$ cat src/rtl/sample_packetizer.sv
// ============================================================================
//  Module      : sample_packetizer
//  Description : Buffers 16-bit ADC samples in a circular FIFO and frames them
//                into header/sequence/sample byte packets for the FX2 port.
//  Revision    : 1.0  initial release
// ============================================================================
`default_nettype none

module sample_packetizer #(
    parameter int         DEPTH_LOG2  = 4,
    parameter int         PKT_SAMPLES = 8,
    parameter logic [7:0] HDR_BYTE    = 8'hA5
) (
    input  logic                  FX2_CLK,
    input  logic                  RST,
    input  logic [15:0]           SAMPLE_IN,
    input  logic                  SAMPLE_VALID,
    input  logic [7:0]            PCINSTRUCTION,
    output logic [7:0]            FPGA_WORD,
    output logic                  FPGA_WORD_AVAILIABLE,
    input  logic                  FPGA_WORD_ACCEPTED,
    output logic                  RUNNING,
    output logic                  OVERFLOW,
    output logic [DEPTH_LOG2:0]   FILL_LEVEL
);

    localparam int c_DEPTH = 1 << DEPTH_LOG2;
    localparam int c_KL    = PKT_SAMPLES - 1;

    localparam logic [DEPTH_LOG2:0]   c_DEPTH_CNT = c_DEPTH[DEPTH_LOG2:0];
    localparam logic [DEPTH_LOG2:0]   c_PKT_CNT   = PKT_SAMPLES[DEPTH_LOG2:0];
    localparam logic [DEPTH_LOG2:0]   c_CNT_ONE   = {{DEPTH_LOG2{1'b0}}, 1'b1};
    localparam logic [DEPTH_LOG2-1:0] c_PTR_ONE   = {{(DEPTH_LOG2-1){1'b0}}, 1'b1};
    localparam logic [DEPTH_LOG2-1:0] c_K_LAST    = c_KL[DEPTH_LOG2-1:0];

    localparam logic [7:0] c_CMD_START = 8'h01;
    localparam logic [7:0] c_CMD_STOP  = 8'h02;
    localparam logic [7:0] c_CMD_FLUSH = 8'h03;

    localparam logic [2:0] c_ST_IDLE = 3'd0;
    localparam logic [2:0] c_ST_HDR  = 3'd1;
    localparam logic [2:0] c_ST_SEQ  = 3'd2;
    localparam logic [2:0] c_ST_HI   = 3'd3;
    localparam logic [2:0] c_ST_LO   = 3'd4;

    logic [15:0]           r_mem [0:c_DEPTH-1];
    logic [DEPTH_LOG2-1:0] r_wptr;
    logic [DEPTH_LOG2-1:0] r_rptr;
    logic [DEPTH_LOG2:0]   r_count;
    logic                  r_running;
    logic                  r_overflow;
    logic [7:0]            r_seq;
    logic [DEPTH_LOG2-1:0] r_k;
    logic [2:0]            r_state;
    logic [2:0]            w_next;

    logic        w_start;
    logic        w_stop;
    logic        w_flush;
    logic        w_xfer;
    logic        w_full;
    logic        w_req;
    logic        w_pop;
    logic        w_push;
    logic        w_drop;
    logic [15:0] w_head;

    assign w_start = (PCINSTRUCTION == c_CMD_START);
    assign w_stop  = (PCINSTRUCTION == c_CMD_STOP);
    assign w_flush = (PCINSTRUCTION == c_CMD_FLUSH);
    assign w_xfer  = FPGA_WORD_AVAILIABLE && FPGA_WORD_ACCEPTED;
    assign w_full  = (r_count == c_DEPTH_CNT);
    assign w_head  = r_mem[r_rptr];

    // A pop on the same edge frees the slot, so a push into a full FIFO is legal then.
    assign w_req  = SAMPLE_VALID && r_running && !w_flush;
    assign w_pop  = w_xfer && (r_state == c_ST_LO) && !w_flush;
    assign w_push = w_req && (!w_full || w_pop);
    assign w_drop = w_req && w_full && !w_pop;

    always_ff @(posedge FX2_CLK) begin
        if (w_push) begin
            r_mem[r_wptr] <= SAMPLE_IN;
        end
    end

    always_ff @(posedge FX2_CLK) begin
        if (RST) begin
            r_wptr     <= '0;
            r_rptr     <= '0;
            r_count    <= '0;
            r_running  <= 1'b0;
            r_overflow <= 1'b0;
            r_seq      <= 8'h00;
            r_k        <= '0;
        end else if (w_flush) begin
            r_wptr     <= '0;
            r_rptr     <= '0;
            r_count    <= '0;
            r_running  <= 1'b0;
            r_overflow <= 1'b0;
            r_seq      <= 8'h00;
            r_k        <= '0;
        end else begin
            if (w_start) begin
                r_running <= 1'b1;
            end else if (w_stop) begin
                r_running <= 1'b0;
            end
            if (w_drop) begin
                r_overflow <= 1'b1;
            end else if (w_start) begin
                r_overflow <= 1'b0;
            end
            if (w_push) begin
                r_wptr <= r_wptr + c_PTR_ONE;
            end
            if (w_pop) begin
                r_rptr <= r_rptr + c_PTR_ONE;
            end
            if (w_push && !w_pop) begin
                r_count <= r_count + c_CNT_ONE;
            end else if (w_pop && !w_push) begin
                r_count <= r_count - c_CNT_ONE;
            end
            if (w_xfer && (r_state == c_ST_SEQ)) begin
                r_seq <= r_seq + 8'd1;
                r_k   <= '0;
            end
            if (w_xfer && (r_state == c_ST_LO) && (r_k != c_K_LAST)) begin
                r_k <= r_k + c_PTR_ONE;
            end
        end
    end

    always_ff @(posedge FX2_CLK) begin
        if (RST) begin
            r_state <= c_ST_IDLE;
        end else begin
            r_state <= w_next;
        end
    end

    always_comb begin
        w_next = r_state;
        case (r_state)
            c_ST_IDLE: if (r_count >= c_PKT_CNT) w_next = c_ST_HDR;
            c_ST_HDR:  if (w_xfer) w_next = c_ST_SEQ;
            c_ST_SEQ:  if (w_xfer) w_next = c_ST_HI;
            c_ST_HI:   if (w_xfer) w_next = c_ST_LO;
            c_ST_LO:   if (w_xfer) w_next = (r_k == c_K_LAST) ? c_ST_IDLE : c_ST_HI;
            default:   w_next = c_ST_IDLE;
        endcase
        if (w_flush) begin
            w_next = c_ST_IDLE;
        end
    end

    always_comb begin
        FPGA_WORD_AVAILIABLE = 1'b0;
        FPGA_WORD            = 8'h00;
        case (r_state)
            c_ST_HDR: begin
                FPGA_WORD_AVAILIABLE = 1'b1;
                FPGA_WORD            = HDR_BYTE;
            end
            c_ST_SEQ: begin
                FPGA_WORD_AVAILIABLE = 1'b1;
                FPGA_WORD            = r_seq;
            end
            c_ST_HI: begin
                FPGA_WORD_AVAILIABLE = 1'b1;
                FPGA_WORD            = w_head[15:8];
            end
            c_ST_LO: begin
                FPGA_WORD_AVAILIABLE = 1'b1;
                FPGA_WORD            = w_head[7:0];
            end
            default: begin
                FPGA_WORD_AVAILIABLE = 1'b0;
                FPGA_WORD            = 8'h00;
            end
        endcase
    end

    assign RUNNING    = r_running;
    assign OVERFLOW   = r_overflow;
    assign FILL_LEVEL = r_count;

endmodule

`default_nettype wire

$ cat config.mk
export PLATFORM = sky130hd
export DESIGN_NAME = sample_packetizer
export DESIGN_NICKNAME = d
export VERILOG_FILES = /design/src/rtl/sample_packetizer.sv
export SDC_FILE = /design/constraint.sdc
export NUM_CORES = 1
export LEC_CHECK = 0
export ABC_AREA = 1
export CORE_ASPECT_RATIO = 1.2
export CORE_UTILIZATION = 34
export CTS_BUF_LIST = sky130_fd_sc_hd__clkbuf_8
export DETAILED_ROUTE_END_ITERATION = 10
export HOLD_SLACK_MARGIN = 0.02
export PLACE_DENSITY = 0.6
export SLEW_MARGIN = 20
export SYNTH_ARGS = -nofsm -noshare
export SYNTH_HDL_FRONTEND = slang
export SYNTH_SLANG_ARGS = --single-unit
$ cat constraint.sdc
create_clock -name FX2_CLK -period 2.3 [get_ports FX2_CLK]
set_clock_uncertainty 0.2 [all_clocks]
set_input_delay 0.46 -clock FX2_CLK [delete_from_list [all_inputs] [get_ports FX2_CLK]]
set_output_delay 0.46 -clock FX2_CLK [all_outputs]
set_load 0.02 [all_outputs]
==> results.sh, run 1 <==
export IMPL_cts_tree="done"
export IMPL_root_buffer="clkbuf_8"
export IMPL_synth_top_area_share_pct=60.0
export IMPL_final_hold_violation_count=0
export IMPL_worstSetupPathType="flip-flop to output pin"
export IMPL_fillers=3481
export IMPL_run_status="finished, violations left"
export IMPL_swShare_pct=24.3
export IMPL_max_stage_delay_ns=0.37
export IMPL_drc_errors=4
export IMPL_antenna_cells=0
export IMPL_grt_pass1_vias=9116
export IMPL_nets=1489
export IMPL_synth_most_common_cell="nand2_1"
export IMPL_cp_required_ns=1.64
export IMPL_final_setup_tns_ns=-3.50
export IMPL_detail_route_antenna_nets=0
export IMPL_p_switching_mw=2.64
export IMPL_start_kind="flip-flop"
export IMPL_rsz0062_at_grt="true"
export IMPL_worst_slew_pin_slew_ns=0.616
export IMPL_clk_path_buf_depth=3
export IMPL_crit_top_cell="nand2_1"
export IMPL_p_int_mw=8.23
export IMPL_reg2reg_depth=19
export IMPL_r2r_slack_ns=-0.11
export IMPL_dpl_cell_count=1847
export IMPL_antenna_found_initial=0
export IMPL_power_density_nw_per_um2=657
export IMPL_async_flop_share_pct=0
export IMPL_ys_seq_elements=290
export IMPL_seq_area_frac_synth_pct=65.3
export IMPL_synthFlopType="edfxtp_1"
export IMPL_r2r_start="r_state[0]"
export IMPL_avgSynthCellArea_um2=9.89
export IMPL_layout_drive_gt1_share_pct=21.0
export IMPL_die_y_um=215
export IMPL_slew_headroom_pct=58.8
export IMPL_synth_area_leader_cell="edfxtp_1"
export IMPL_slew_viol_final=0
export IMPL_combPwrFrac_pct=10.0
export IMPL_fmax_mhz=363
export IMPL_htreeDepth=2
export IMPL_synth_area_leaders="edfxtp_1 (60%), nand2_1 (13%), nand3_1 (7.0%)"
export IMPL_drt_iter0_markers=615
export IMPL_start_util_pct=34.6
export IMPL_synth_distinct_cells=32
export IMPL_coreArea_um2=37000
export IMPL_netlist_area_um2=12800
export IMPL_numCtsBuffers=46
export IMPL_vdd_drop_max_v=0.000511
export IMPL_layout_min_cycle_time_ns=2.75
export IMPL_ioPinCount=44
export IMPL_whs_path_depth=4
export IMPL_worstPathCellList="buf_12 -> buf_16 -> buf_4 -> nand2_1 -> nand2_1 -> nand2_1 -> nand3_1 -> nand3_1 -> nand2_1 -> nand2_1 -> nand3_4 -> buf_6"
export IMPL_die_area_um2=38500
export IMPL_crit_arrival_ns=2.09
export IMPL_ctsHoldBuffers=0
export IMPL_final_setup_worst_slack_ns=-0.452
export IMPL_area_growth_pct=29.1
export IMPL_cp_max_fo=8
export IMPL_gr_total_overflow=0
export IMPL_hold_end="RUNNING"
export IMPL_clkPwrFrac_pct=36.7
export IMPL_syn_inst=1296
export IMPL_portBuffers=43
export IMPL_holdCritStartpoint="PCINSTRUCTION[1]"
export IMPL_grt_usage_pct=17.9
export IMPL_vias=9296
export IMPL_synthTopCellsByCount="nand2_1 (444), edfxtp_1 (256), nand3_1 (180)"
export IMPL_power_frac_seq_pct=53.3
export IMPL_insertion_delay_ns=0.57
export IMPL_critical_path_depth=12
export IMPL_violations="DRC, setup timing"
export IMPL_syn_nets=1336
export IMPL_hpwlAfterDp_um=19900
export IMPL_die_w_um=179
export IMPL_p_leak_nw=6.89
export IMPL_finalSetupViolations=9
export IMPL_wirelength_um=34100
export IMPL_clock_sinks=290
export IMPL_grt_pass1_wl_um=52100
export IMPL_routed_via_density=4.75
export IMPL_pre_cts_ws_ns=-0.684
export IMPL_grt_max_degree=38
export IMPL_rows=77
export IMPL_r2r_end="FILL_LEVEL[4]"
export IMPL_dr_pass1_iters=8
export IMPL_stdcell_count=1955
export IMPL_fin_crit_sh_pct=120
export IMPL_ys_warn_count=0
export IMPL_wl_per_cell_um=17.4
export IMPL_drv_cap=0
export IMPL_gp_congestion=0.818
export IMPL_hp_class="primary input to flip-flop"
export IMPL_crit_slowest_cell="dfxtp_4"
export IMPL_synth_edff_count=256
export IMPL_fin_total_pwr_mw=10.9
export IMPL_cp_buffers_inverters=4
export IMPL_critPathTopFamily="buffers and inverters"
export IMPL_holdWs_ns=0.141
export IMPL_cts_clk_slew_worst_paths_ns=0.06
export IMPL_cp_end_kind="output pin"
==> registers in the layout (all words and copies together) (netlist names), named ones only <==
register	flops
FILL_LEVEL	5
OVERFLOW	1
RUNNING	1
r_k	4
r_mem	256
r_rptr	4
r_seq	8
r_state	3
r_wptr	4
==> worst register-to-register path: stages (launching register included) <==
cell	delay (ns)
dfxtp_4	0.37
nor2_4	0.14
nand2_4	0.07
buf_6	0.13
nor2_8	0.10
nand2_4	0.07
nand2_4	0.07
nand2_4	0.07
inv_8	0.06
ha_4	0.15
inv_6	0.05
fa_2	0.36
inv_2	0.06
o21ai_1	0.06
nand2_1	0.08
nand2_1	0.05
nand2_1	0.05
nand2_1	0.05
nand2_1	0.05
a21oi_1	0.05
==> per-stage QoR <==
step                util (%)  area, µm²
floorplan                  -      12800
global placement        39.6      14600
detailed placement      39.6      14600
CTS                     43.8      16200
global route            44.7      16500
finish                  44.7      16500
==> power groups by stage <==
stage | Combinational [mW] | Clock (mW) | Sequential, mW
final | 1.09 | 3.99 | 5.80
after global routing | 1.18 | 4.30 | 5.80
after CTS | 1.06 | 4.08 | 5.79
after detailed placement | 0.934 | 0 | 5.89
after global placement | 0.928 | 0 | 5.89
after floorplan | 0.450 | 0 | 5.89
==> how the worst max path moves through the flow <==
stage	startpoint	end	slack (ns)
after floorplan	PCINSTRUCTION[4]	r_mem[11][0]	-0.15
after global placement	PCINSTRUCTION[4]	FILL_LEVEL[4]	-0.60
after detailed placement	PCINSTRUCTION[1]	FILL_LEVEL[3]	-0.68
after global routing	flip-flop	FPGA_WORD[4]	-0.55
after CTS	flip-flop	FPGA_WORD[6]	-0.48
final	flip-flop	FPGA_WORD[4]	-0.45
==> layer usage <==
| metal | share of wire, % | track usage, % | vias to the layer above |
|---|---|---|---|
| met5 | 0 | 0 | - |
| met1 | 41 | 22.7 | 4415 |
| met4 | 3.2 | 6.64 | 0 |
| li1 | - | - | 4544 |
| met3 | 5.7 | 2.64 | 72 |
| met2 | 51 | 30.7 | 265 |
==> placed cells by master (no fill, tap or decap), types with 27 or more instances in the layout <==
cell             count
nand2_2             27
nor2_1              33
nand2_1            417
nand3_2             34
edfxtp_1           256
clkbuf_8            47
dfxtp_1             29
buf_12              35
buf_4               56
clkdlybuf4s50_1     27
nand3_1            141
inv_1              183
==> logic make-up (layout without fill, tap and decap cells) <==
group                      Yosys count  count (layout)  synth area share (%)
adders and majority gates           12              12                  1.23
buffers and inverters              230             415                  7.24
and+or+nand+nor                    707             707                  23.6
xor gates and xnor gates            10              10                 0.684
DFF                                290             290                  65.3
AOI/OAI and AO/OA                   47              47                  1.90
==> layout make-up <==
class | instances | area [µm²] | share of cell area, %
clock buffers | 47 | 647 | 3.91
clock inverters | 33 | 164 | 0.990
inverters | 176 | 681 | 4.11
multi-input cells | 776 | 4020 | 24.3
flip-flops and latches | 290 | 8380 | 50.7
well taps | 474 | 593 | 3.58
repair buffers | 159 | 2060 | 12.4
==> timing repair <==
| item | 4_1_cts | 5_1_grt |
|---|---|---|
| endpoints found under the setup margin | 16 | 77 |
| pin swaps | 41 | 28 |
| cloned | 9 | 4 |
| buffers inserted | 11 | 6 |
| gates resized for setup | 153 | 60 |
Note: power is estimated with default switching activity, not from simulation.
==> run 2: changes to the inputs <==
--- a/config.mk
+++ b/config.mk
@@ -6,6 +6,7 @@
 export NUM_CORES = 1
 export LEC_CHECK = 0
 export ABC_AREA = 1
+export ABC_CLOCK_PERIOD_IN_PS = 2300
 export CORE_ASPECT_RATIO = 1.2
 export CORE_UTILIZATION = 34
 export CTS_BUF_LIST = sky130_fd_sc_hd__clkbuf_8
==> results of run 2 <==
No change in the layout: final DEF, timing and power equal those of run 1.
==> run 3: changes to the inputs <==
--- a/config.mk
+++ b/config.mk
@@ -6,13 +6,13 @@
 export NUM_CORES = 1
 export LEC_CHECK = 0
 export ABC_AREA = 1
-export ABC_CLOCK_PERIOD_IN_PS = 2300
+export ABC_CLOCK_PERIOD_IN_PS = 3600
 export CORE_ASPECT_RATIO = 1.2
 export CORE_UTILIZATION = 34
 export CTS_BUF_LIST = sky130_fd_sc_hd__clkbuf_8
 export DETAILED_ROUTE_END_ITERATION = 10
 export HOLD_SLACK_MARGIN = 0.02
-export PLACE_DENSITY = 0.6
+export PLACE_DENSITY = 0.58
 export SLEW_MARGIN = 20
 export SYNTH_ARGS = -nofsm -noshare
 export SYNTH_HDL_FRONTEND = slang
==> constraint.sdc (replaced) <==
create_clock -name FX2_CLK -period 3.6 [get_ports FX2_CLK]
set_clock_uncertainty 0.2 [all_clocks]
set_input_delay 0.72 -clock FX2_CLK [delete_from_list [all_inputs] [get_ports FX2_CLK]]
set_output_delay 0.72 -clock FX2_CLK [all_outputs]
set_load 0.02 [all_outputs]
==> results.sh, run 3 (synthesis results as in run 1) <==
export IMPL_run_status="finished, violations left"
export IMPL_violations="DRC"
export IMPL_antenna_cells=0
export IMPL_slew_headroom_pct=54.1
export IMPL_ctsHoldBuffers=0
export IMPL_rows=77
export IMPL_start_util_pct=34.6
export IMPL_final_hold_violation_count=0
export IMPL_fmax_mhz=289
export IMPL_largest_register_ffs=256
export IMPL_vdd_drop_max_v=0.000322
export IMPL_routed_via_density=4.77
export IMPL_grt_pass1_vias=8990
export IMPL_wl_per_cell_um=17.1
export IMPL_die_w_um=179
export IMPL_slew_viol_final=0
export IMPL_p_leak_nw=6.24
export IMPL_hpwlAfterDp_um=18900
export IMPL_final_common_cell="nand2_1"
export IMPL_crit_arrival_ns=2.54
export IMPL_vias=9005
export IMPL_numCtsBuffers=45
export IMPL_largest_register="r_mem"
export IMPL_fillers=3577
export IMPL_cp_end_kind="output pin"
export IMPL_worstSetupPathType="flip-flop to output pin"
export IMPL_power_density_nw_per_um2=446
export IMPL_final_cell_mix="nand2_1 (444), edfxtp_1 (256), inv_1 (191), nand3_1 (180), clkbuf_8 (48)"
export IMPL_gr_total_overflow=0
export IMPL_holdWs_ns=0.267
export IMPL_grt_usage_pct=17.4
export IMPL_worst_slew_pin_slew_ns=0.686
export IMPL_clock_sinks=290
export IMPL_clk_path_buf_depth=3
export IMPL_die_area_um2=38500
export IMPL_root_buffer="clkbuf_8"
export IMPL_cp_required_ns=2.68
export IMPL_antenna_found_initial=0
export IMPL_nets=1422
export IMPL_drv_cap=0
export IMPL_htreeDepth=2
export IMPL_ioPinCount=44
export IMPL_gp_congestion=0.823
export IMPL_insertion_delay_ns=0.57
export IMPL_die_y_um=215
export IMPL_cts_clk_slew_worst_paths_ns=0.06
export IMPL_fin_crit_sh_pct=96.2
export IMPL_start_kind="flip-flop"
export IMPL_coreArea_um2=37000
export IMPL_layout_min_cycle_time_ns=3.46
export IMPL_cp_max_fo=24
export IMPL_drt_iter0_markers=584
export IMPL_portBuffers=43
export IMPL_area_growth_pct=16.6
export IMPL_grt_max_degree=43
export IMPL_cts_tree="done"
export IMPL_wirelength_um=32400
export IMPL_hp_class="flip-flop to flip-flop"
export IMPL_dpl_instance_area_um2=14000
export IMPL_grt_pass1_wl_um=50700
export IMPL_dr_pass1_iters=8
export IMPL_layout_drive_gt1_share_pct=10.2
export IMPL_finalSetupViolations=0
export IMPL_finish_instance_area_um2=14900
export IMPL_drc_errors=6
export IMPL_detail_route_antenna_nets=0
## run 3: per-stage QoR
| stage | std cells | total power [mW] | setup WS (ns) | utilization (%) | TNS (ns) |
|---|---|---|---|---|---|
| 2_1_floorplan | 1296 | 4.05 | 0.856 | - | 0 |
| 3_3_place_gp | 1801 | 4.28 | 0.215 | 37.9 | 0 |
| 3_5_place_dp | 1801 | 4.29 | 0.141 | 37.9 | 0 |
| 4_1_cts | 1884 | 6.73 | -0.107 | 40.2 | -0.107 |
| 5_1_grt | 1888 | 6.92 | -0.00498 | 40.4 | -0.00498 |
| 6_report | 1888 | 6.66 | 0.138 | 40.4 | 0 |
## run 3: layout make-up
class	instances	area (µm²)	share of cell area (%)
inverters	176	684	4.58
multi-input cells	776	3560	23.8
flip-flops and latches	290	8370	56.0
clock inverters	31	121	0.812
clock buffers	48	661	4.42
well taps	474	593	3.97
repair buffers	93	956	6.40
## run 3: final timing paths
| kind | from | endpoint | slack (ns) | cells past startpoint |
|---|---|---|---|---|
| max | flip-flop | FPGA_WORD[6] | 0.14 | 10 |
| min | r_seq[7] | r_seq[7] | 0.27 | 2 |
| max reg2reg | FILL_LEVEL[4] | FILL_LEVEL[4] | 0.94 | 16 |
| min reg2reg | r_seq[7] | r_seq[7] | 0.27 | 2 |
## run 3: repair_timing
| action | in CTS | in global routing |
|---|---|---|
| cloned | 1 | 0 |
| gates resized for setup | 18 | 4 |
| endpoints found under the setup margin | 8 | 2 |
| buffers inserted | 3 | 4 |
## run 3: routing by layer
| layer | up-vias | track usage, % | share of wire (%) |
|---|---|---|---|
| li1 | 4385 | - | - |
| met1 | 4312 | 23.2 | 44 |
| met2 | 248 | 28.4 | 48 |
| met3 | 60 | 2.77 | 5.4 |
| met4 | 0 | 6.16 | 2.7 |
| met5 | - | 0 | 0 |
## run 3: critical path, stage by stage, from the launching register on
cell	delay, ns
dfxtp_4	0.44
buf_4	0.15
bufbuf_16	0.30
nand2_1	0.07
nand3_1	0.09
nand3_1	0.07
nand3_1	0.09
nand2_1	0.12
nand2_1	0.11
nand3_1	0.14
dlygate4sd2_1	0.36
## run 3: report_power, final
part           switching [mW]  internal (mW)
sequential             0.0247           3.67
combinational           0.329          0.178
clock                    1.24           1.22
